**src/rtl/dt_repack.sv**
```systemverilog
// Thresholds an 8-bit distance map read from the result RAM and repacks it,
// 16 pixels per word (MSB = leftmost), into an sti-format word RAM.
module dt_repack #(
  parameter int unsigned PIX_NUM = 16384,
  parameter int unsigned RES_AW  = 14,
  parameter int unsigned STI_AW  = 10
) (
  input  logic              clk,
  input  logic              reset,
  input  logic              start,
  input  logic [7:0]        thresh,
  output logic              res_rd,
  output logic [RES_AW-1:0] res_addr,
  input  logic [7:0]        res_di,
  output logic              sti_wr,
  output logic [STI_AW-1:0] sti_addr,
  output logic [15:0]       sti_do,
  output logic [14:0]       obj_cnt,
  output logic              done
);

  localparam int unsigned WORD_W = 16;
  localparam int unsigned CNT_W  = 15;

  typedef enum logic [1:0] {IDLE, READ, DRAIN, DONE} state_e;

  state_e              state_q, state_d;
  logic                res_rd_q, res_rd_d;
  logic [RES_AW-1:0]   res_addr_q, res_addr_d;
  logic                sti_wr_q, sti_wr_d;
  logic [STI_AW-1:0]   sti_addr_q, sti_addr_d;
  logic [WORD_W-1:0]   sti_do_q, sti_do_d;
  logic [CNT_W-1:0]    cnt_q, cnt_d;
  logic                done_q, done_d;
  logic [7:0]          thr_q, thr_d;
  logic [WORD_W-2:0]   sr_q, sr_d;
  logic                capture;
  logic                pix_bit;

  // res_addr_q always names the pixel whose data is on res_di this cycle
  assign pix_bit = (res_di > thr_q);

  always_ff @(posedge clk or posedge reset) begin
    if (reset) begin
      state_q    <= IDLE;
      res_rd_q   <= 1'b0;
      res_addr_q <= '0;
      sti_wr_q   <= 1'b0;
      sti_addr_q <= '0;
      sti_do_q   <= '0;
      cnt_q      <= '0;
      done_q     <= 1'b0;
      thr_q      <= '0;
      sr_q       <= '0;
    end else begin
      state_q    <= state_d;
      res_rd_q   <= res_rd_d;
      res_addr_q <= res_addr_d;
      sti_wr_q   <= sti_wr_d;
      sti_addr_q <= sti_addr_d;
      sti_do_q   <= sti_do_d;
      cnt_q      <= cnt_d;
      done_q     <= done_d;
      thr_q      <= thr_d;
      sr_q       <= sr_d;
    end
  end

  always_comb begin
    state_d    = state_q;
    res_rd_d   = res_rd_q;
    res_addr_d = res_addr_q;
    sti_wr_d   = 1'b0;
    sti_addr_d = sti_addr_q;
    sti_do_d   = sti_do_q;
    cnt_d      = cnt_q;
    done_d     = done_q;
    thr_d      = thr_q;
    sr_d       = sr_q;
    capture    = 1'b0;

    case (state_q)
      IDLE, DONE: begin
        if (start) begin
          state_d    = READ;
          res_rd_d   = 1'b1;
          res_addr_d = '0;
          cnt_d      = '0;
          done_d     = 1'b0;
          thr_d      = thresh;
          sr_d       = '0;
        end else if (state_q == DONE) begin
          done_d = 1'b1;
        end
      end
      READ: begin
        capture    = 1'b1;
        res_addr_d = res_addr_q + RES_AW'(1);
        if (res_addr_q == RES_AW'(PIX_NUM - 2)) state_d = DRAIN;
      end
      DRAIN: begin
        capture  = 1'b1;
        res_rd_d = 1'b0;
        state_d  = DONE;
      end
      default: state_d = IDLE;
    endcase

    // Shift in from the LSB so the first pixel of a word ends up at bit 15
    if (capture) begin
      sr_d = {sr_q[WORD_W-3:0], pix_bit};
      if (pix_bit) cnt_d = cnt_q + CNT_W'(1);
      if (&res_addr_q[3:0]) begin
        sti_wr_d   = 1'b1;
        sti_addr_d = STI_AW'(res_addr_q >> 4);
        sti_do_d   = {sr_q, pix_bit};
      end
    end
  end

  assign res_rd   = res_rd_q;
  assign res_addr = res_addr_q;
  assign sti_wr   = sti_wr_q;
  assign sti_addr = sti_addr_q;
  assign sti_do   = sti_do_q;
  assign obj_cnt  = cnt_q;
  assign done     = done_q;

endmodule

```
**config.mk**
```make
export PLATFORM = sky130hd
export DESIGN_NAME = dt_repack
export DESIGN_NICKNAME = d
export VERILOG_FILES = /design/src/rtl/dt_repack.sv
export SDC_FILE = /design/constraint.sdc
export NUM_CORES = 1
export LEC_CHECK = 0
export CORE_ASPECT_RATIO = 0.7
export CORE_UTILIZATION = 35
export DETAILED_ROUTE_END_ITERATION = 10
export PLACE_DENSITY = 0.58
export SYNTH_ARGS = -nofsm -noshare
export SYNTH_HDL_FRONTEND = slang
export SYNTH_SLANG_ARGS = --single-unit
```
**constraint.sdc**
```tcl
create_clock -name clk -period 2.79 [get_ports clk]
set_clock_uncertainty 0.05 [all_clocks]
set_input_delay 0.6975 -clock clk [delete_from_list [all_inputs] [get_ports clk]]
set_output_delay 0.6975 -clock clk [all_outputs]
set_load 0.03 [all_outputs]
```
==> results.ini, run 1 <==
[timing]
final.setup.worst_slack_ns = 0.250
fmax_mhz = 394
tns_ns = 0
worst_pin_slew_ns = 0.685
min_period_ns = 2.54
drv_slew = 0
finalHoldViolCount = 0
final.period_utilization_pct = 91.0
max_slew_margin_pct = 54.2
report.final.setup_viol = 0
rsz0062_at_grt = no

[setup_path]
r2r_slack_ns = 0.38
start_kind = primary input
timing_worst_setup_path_type = primary input to flop
required_ns = 2.97
crit_arrival_ns = 2.72
cp-end-kind = flop
crit_fanout = 8

[final_layout]
fin_nets = 532
finish.instance_area_sq_mm = 0.00532
area_growth_pct = 32.3
insertedDiodeCount = 0
drive_above_1_share_pct = 9.54
fillers = 1047
final_util_pct = 48.0

[placed_design]
placed_area_sq_mm = 0.00502
port_buffers = 76
place_ws_ns = -0.0916
hpwl_microns = 6660
gp_congestion = 0.786

[cts]
cts_tree = built
post_cts_resized = 0
clkLatencyLatePin_ns = 0.34
cts_buffers = 9
cts.clk_slew.worst_paths_ns = 0.07
ctsHoldBuffers = 0
clockRootBuffer = clkbuf_16
cts_setup_buffers = 0
cts.sinks = 83
cts_htree_levels = 3
clock_path_buffers = 2

[logic_synthesis]
yosys.area.top_type_share_pct = 51.6
syn_inst = 414
netlist_area_sq_mm = 0.00402
ys_types = 54
synthesis.nets = 448
avgSynthCellArea_sq_um = 9.71
yosysMostFrequentCell = nand2_1
yosysSeqAreaShare_pct = 51.6
synthTopCellsByCount = 86 x nand2_1, 83 x dfrtp_1, 29 x inv_1, 28 x o21ai_0, 15 x ha_1
yosysWarningCount = 0
ys.flop_type = dfrtp_1
async_reset_ff_share_pct = 100
ys_ff_latch = 83
synth-edff-count = 0
synth_top_area_cell = dfrtp_1
synthTopCellsByArea = dfrtp_1 52%, nand2_1 8.0%, ha_1 4.7%

[outcome]
status = finished, final reports clean

[pwr]
seq_power_share_pct = 37.1
swShare_pct = 36.8
p_total_uw = 4160
ir_worst_vdd_mv = 0.513
p_leak_uw = 0.00235
p_sw_uw = 1530
power_frac_comb_pct = 33.7
powerDensity_mw_per_mm2 = 782
power_frac_clock_pct = 29.2
cell_internal_pwr_uw = 2630

[grt]
grt_pass1_wl_microns = 16600
grt_max_degree = 84
globalRouteOverflowTotal = 0
antenna_found_initial = 0
grt_pass1_vias = 3234
grt_usage_pct = 18.1

[detailed_routing]
wl_per_cell_microns = 14.6
firstDrtPassIters = 4
drt.antenna.violating_nets = 0
vias = 3282
finalWirelength_microns = 9600
drc = 0
drt_iter0_markers = 155
via_per_inst = 5.00

[die]
start_util_pct = 36.3
row_count = 32
die_area_sq_mm = 0.0119
fp.dieH_microns = 91.7
core-area_sq_mm = 0.0111
die_width_microns = 130
pin_count = 77

[min_path]
worst_hold_path_type = flop to flop

[flow_run]
cap_violations = 0

==> area by class of cell <==
type	count	area [sq um]	area share (%)
repair buffers	90	878	16.5
flip-flops and latches	83	2080	39.0
well taps	153	191	3.60
clock buffers	11	243	4.56
inverters	30	116	2.19
clock inverters	5	61.3	1.15
multi-input cells	284	1750	33.0
==> cell usage in the layout, fill, tap and decap left out, drive strengths merged, types with 3 or more instances in the layout <==
master / count
and2: 3
o311ai: 4
or3: 3
nand4: 13
clkdlybuf4s50: 76
xnor2: 5
buf: 14
ha: 15
mux2i: 4
and3: 3
o22ai: 13
nor2: 14
a21o: 3
nand2: 86
xor2: 4
o21ai: 30
nor3: 8
dfrtp: 83
clkbuf: 11
a21oi: 13
clkinv: 4
and4: 4
inv: 29
o211ai: 3
nand3: 14
nor2b: 7
mux2: 8
==> sequential cells by signal, indices dropped and copies added, names as in the netlist <==
register / cells
res_addr: 14
done: 1
sr_q: 15
sti_wr: 1
sti_do: 16
thr_q: 8
res_rd: 1
state_q: 2
sti_addr: 10
obj_cnt: 15
==> cells by family (layout without fill, tap and decap cells) <==
family / count (synthesis) / count (layout) / share of synthesized area, %
compound gates: 84 / 84 / 13.7
xor+xnor: 9 / 9 / 1.96
fa+ha+maj: 15 / 15 / 4.67
buf+inv: 47 / 136 / 4.73
flops: 83 / 83 / 51.6
mux: 12 / 12 / 3.24
simple gates: 164 / 164 / 20.1
==> power by group through the flow <==
stage               combinational (uW)  sequential (uW)  clock, uW
floorplan                          864             1620          0
global placement                  1380             1550          0
detailed placement                1400             1560          0
CTS                               1410             1540       1250
global route                      1560             1570       1300
finish                            1400             1540       1210
==> critical path: stages <==
cell	delay, ns
clkdlybuf4s50_1	0.41
ha_1	0.35
nand2_1	0.06
o21ai_1	0.29
nor2b_1	0.48
o21ai_0	0.17
a32o_1	0.27
==> per-layer routing <==
metal | track usage, % | vias to the layer above | routed length [microns]
met1 | 26.3 | 1603 | 5000
met5 | 0 | - | 0
met2 | 26.0 | 53 | 4110
li1 | - | 1615 | -
met3 | 4.73 | 11 | 360
met4 | 5.81 | 0 | 125
==> per-stage QoR <==
| step | hold WS, ns | instances |
|---|---|---|
| 2_1_floorplan | 0.389 | 414 |
| 3_3_place_gp | 0.410 | 640 |
| 3_5_place_dp | 0.413 | 640 |
| 4_1_cts | 0.429 | 656 |
| 5_1_grt | 0.449 | 656 |
| 6_report | 0.426 | 656 |
==> final timing paths <==
path / from / end / depth (start not counted)
max: res_di[7] / obj_cnt[3] / 7
min: sti_addr[4] / sti_addr[4] / 2
max reg2reg: state_q[0] / obj_cnt[6] / 6
min reg2reg: sti_addr[4] / sti_addr[4] / 2
max in group asynchronous: reset / sti_addr[4] / 3
min in group asynchronous: reset / thr_q[6] / 3
No activity file was read; power rests on OpenSTA's default activity.
==> run 2: changes to the inputs <==
- PLACE_DENSITY: 0.58 -> 0.64
==> run 2 against run 1 <==
Clock-buffer cell count shrank 2. Routed wire length grew 1.0%. Largest power group unchanged. Critical path depth is the same. Sequential cell count is the same. Die area is the same. Combinational power grew 3%. First-iteration DRC count grew 25%. Maximum frequency shrank 1.5%. Setup slack lost 0.038 ns. Via count grew 0.82%. Register-to-register slack gained 0.03 ns.
==> results.ini, run 2 (synthesis results as in run 1) <==
[die]
row_count = 32  ; unchanged
die_area_sq_mm = 0.0119  ; unchanged
start_util_pct = 36.3  ; unchanged
fp.dieH_microns = 91.7  ; unchanged
core-area_sq_mm = 0.0111  ; unchanged
pin_count = 77  ; unchanged
die_width_microns = 130  ; unchanged

[cts]
clkLatencyLatePin_ns = 0.34  ; about the same
clockRootBuffer = clkbuf_16  ; unchanged
cts_tree = built  ; unchanged
post_cts_resized = 0  ; unchanged
cts_buffers = 9  ; unchanged
clock_path_buffers = 2  ; unchanged
cts.sinks = 83  ; unchanged
ctsHoldBuffers = 0  ; unchanged
cts_setup_buffers = 0  ; unchanged
cts.clk_slew.worst_paths_ns = 0.06  ; was 0.07 ns
cts_htree_levels = 3  ; unchanged

[grt]
grt_pass1_wl_microns = 16300  ; was 16600 microns
grt_pass1_vias = 3268  ; was 3234
grt_max_degree = 84  ; unchanged
antenna_found_initial = 0  ; unchanged
grt_usage_pct = 17.9  ; was 18.1%
globalRouteOverflowTotal = 0  ; unchanged

[timing]
rsz0062_at_grt = no  ; unchanged
report.final.setup_viol = 0  ; unchanged
tns_ns = 0  ; unchanged
drv_slew = 0  ; unchanged
min_period_ns = 2.58  ; was 2.54 ns
fmax_mhz = 388  ; was 394 MHz
final.period_utilization_pct = 92.4  ; was 91.0%
max_slew_margin_pct = 54.1  ; was 54.2%
worst_pin_slew_ns = 0.669  ; was 0.685 ns
finalHoldViolCount = 0  ; unchanged
final.setup.worst_slack_ns = 0.213  ; was 0.250 ns

[flow_run]
cap_violations = 0  ; unchanged

[setup_path]
path_buf_inv = 1  ; unchanged
crit_arrival_ns = 2.76  ; was 2.72 ns
path_cells = clkdlybuf4s50_1 -> ha_1 -> nand2_1 -> o21ai_1 -> nor2b_1 -> o21ai_0 -> a32o_1  ; unchanged
r2r_cells = 7  ; was 6
crit_fanout = 10  ; was 8
critPathTopFamily = compound AO/OA/AOI/OAI gates  ; unchanged
start_kind = primary input  ; unchanged
timing_worst_setup_path_type = primary input to flop  ; unchanged
critPathSlowestCell = nor2b_1  ; unchanged
r2r_slack_ns = 0.41  ; was 0.38 ns
cpPeakStageDelay_ns = 0.54  ; was 0.48 ns
reg2reg_to = res_addr[4]  ; was obj_cnt[6]
timing.rr.start = state_q[0]  ; unchanged
cp-end-kind = flop  ; unchanged
required_ns = 2.97  ; about the same

[min_path]
holdCritStartpoint = sti_addr[7]  ; was sti_addr[4]
min_path_cells = 2  ; unchanged
hold_end = sti_addr[7]  ; was sti_addr[4]
worst_hold_path_type = flop to flop  ; unchanged

[final_layout]
insertedDiodeCount = 0  ; unchanged
final_common_cell = nand2_1  ; unchanged
drive_above_1_share_pct = 9.74  ; was 9.54%
finish.instance_area_sq_mm = 0.00534  ; was 0.00532 sq mm
fin_nets = 532  ; unchanged
largest_reg_flops = 16  ; unchanged
final_cell_mix = 86 x nand2_1, 83 x dfrtp_1, 76 x clkdlybuf4s50_1  ; unchanged
area_growth_pct = 32.9  ; was 32.3%

[outcome]
status = finished, final reports clean  ; unchanged

[pwr]
powerDensity_mw_per_mm2 = 797  ; was 782 mW/mm^2
p_leak_uw = 0.00236  ; was 0.00235 uW
ir_worst_vdd_mv = 0.477  ; was 0.513 mV

[detailed_routing]
wl_per_cell_microns = 14.8  ; was 14.6 microns
drt.antenna.violating_nets = 0  ; unchanged
finalWirelength_microns = 9700  ; was 9600 microns
firstDrtPassIters = 4  ; unchanged
vias = 3309  ; was 3282
drt_iter0_markers = 193  ; was 155
via_per_inst = 5.04  ; was 5.00
drc = 0  ; unchanged

[placed_design]
place_ws_ns = -0.115  ; was -0.0916 ns
gp_congestion = 0.790  ; was 0.786
hpwl_microns = 6780  ; was 6660 microns
port_buffers = 76  ; unchanged
placed_area_sq_mm = 0.00502  ; unchanged

run 2: worst min-delay path: cells and delay by family, from the launching register on:
kind	cells	cell delay (ns)
DFF	1	0.34
and+or+nand+nor	2	0.10
run 2: cell type report:
| class | count | area (sq um) |
|---|---|---|
| clock inverters | 7 | 100 |
| well taps | 153 | 191 |
| multi-input cells | 284 | 1750 |
| flip-flops and latches | 83 | 2080 |
| fillers | 1075 | 5750 |
| inverters | 30 | 116 |
| repair buffers | 90 | 878 |
| clock buffers | 9 | 225 |
run 2: report_power, final:
part	total, uW	switching (uW)	leakage [uW]	internal (uW)
clock	1290	496	0.000160	790
combinational	1440	882	0.00109	554
sequential	1540	157	0.00112	1380
run 2: worst max path at each step:
stage,start,endpoint,depth (start not counted)
after floorplan,res_di[6],obj_cnt[3],7
after global placement,res_di[7],obj_cnt[3],8
after detailed placement,res_di[6],obj_cnt[3],7
after CTS,res_di[6],obj_cnt[3],7
after global routing,res_di[6],obj_cnt[3],7
final,res_di[6],obj_cnt[3],7
run 2: metrics by stage:
step           hold slack (ns)  instances  power [uW]  util (%)
2_1_floorplan            0.389        414        2480         -
3_5_place_dp             0.415        640        3000      45.2
6_report                 0.427        656        4260      48.2
3_3_place_gp             0.411        640        2950      45.2
4_1_cts                  0.431        656        4310      48.2
5_1_grt                  0.455        656        4540      48.2
run 2: layer usage:
layer	track usage [%]	share of wire, %	up-vias
met5	0	0	-
met3	5.43	6.6	9
met2	26.6	44	101
li1	-	-	1623
met1	24.6	48	1576
met4	6.20	1.3	0
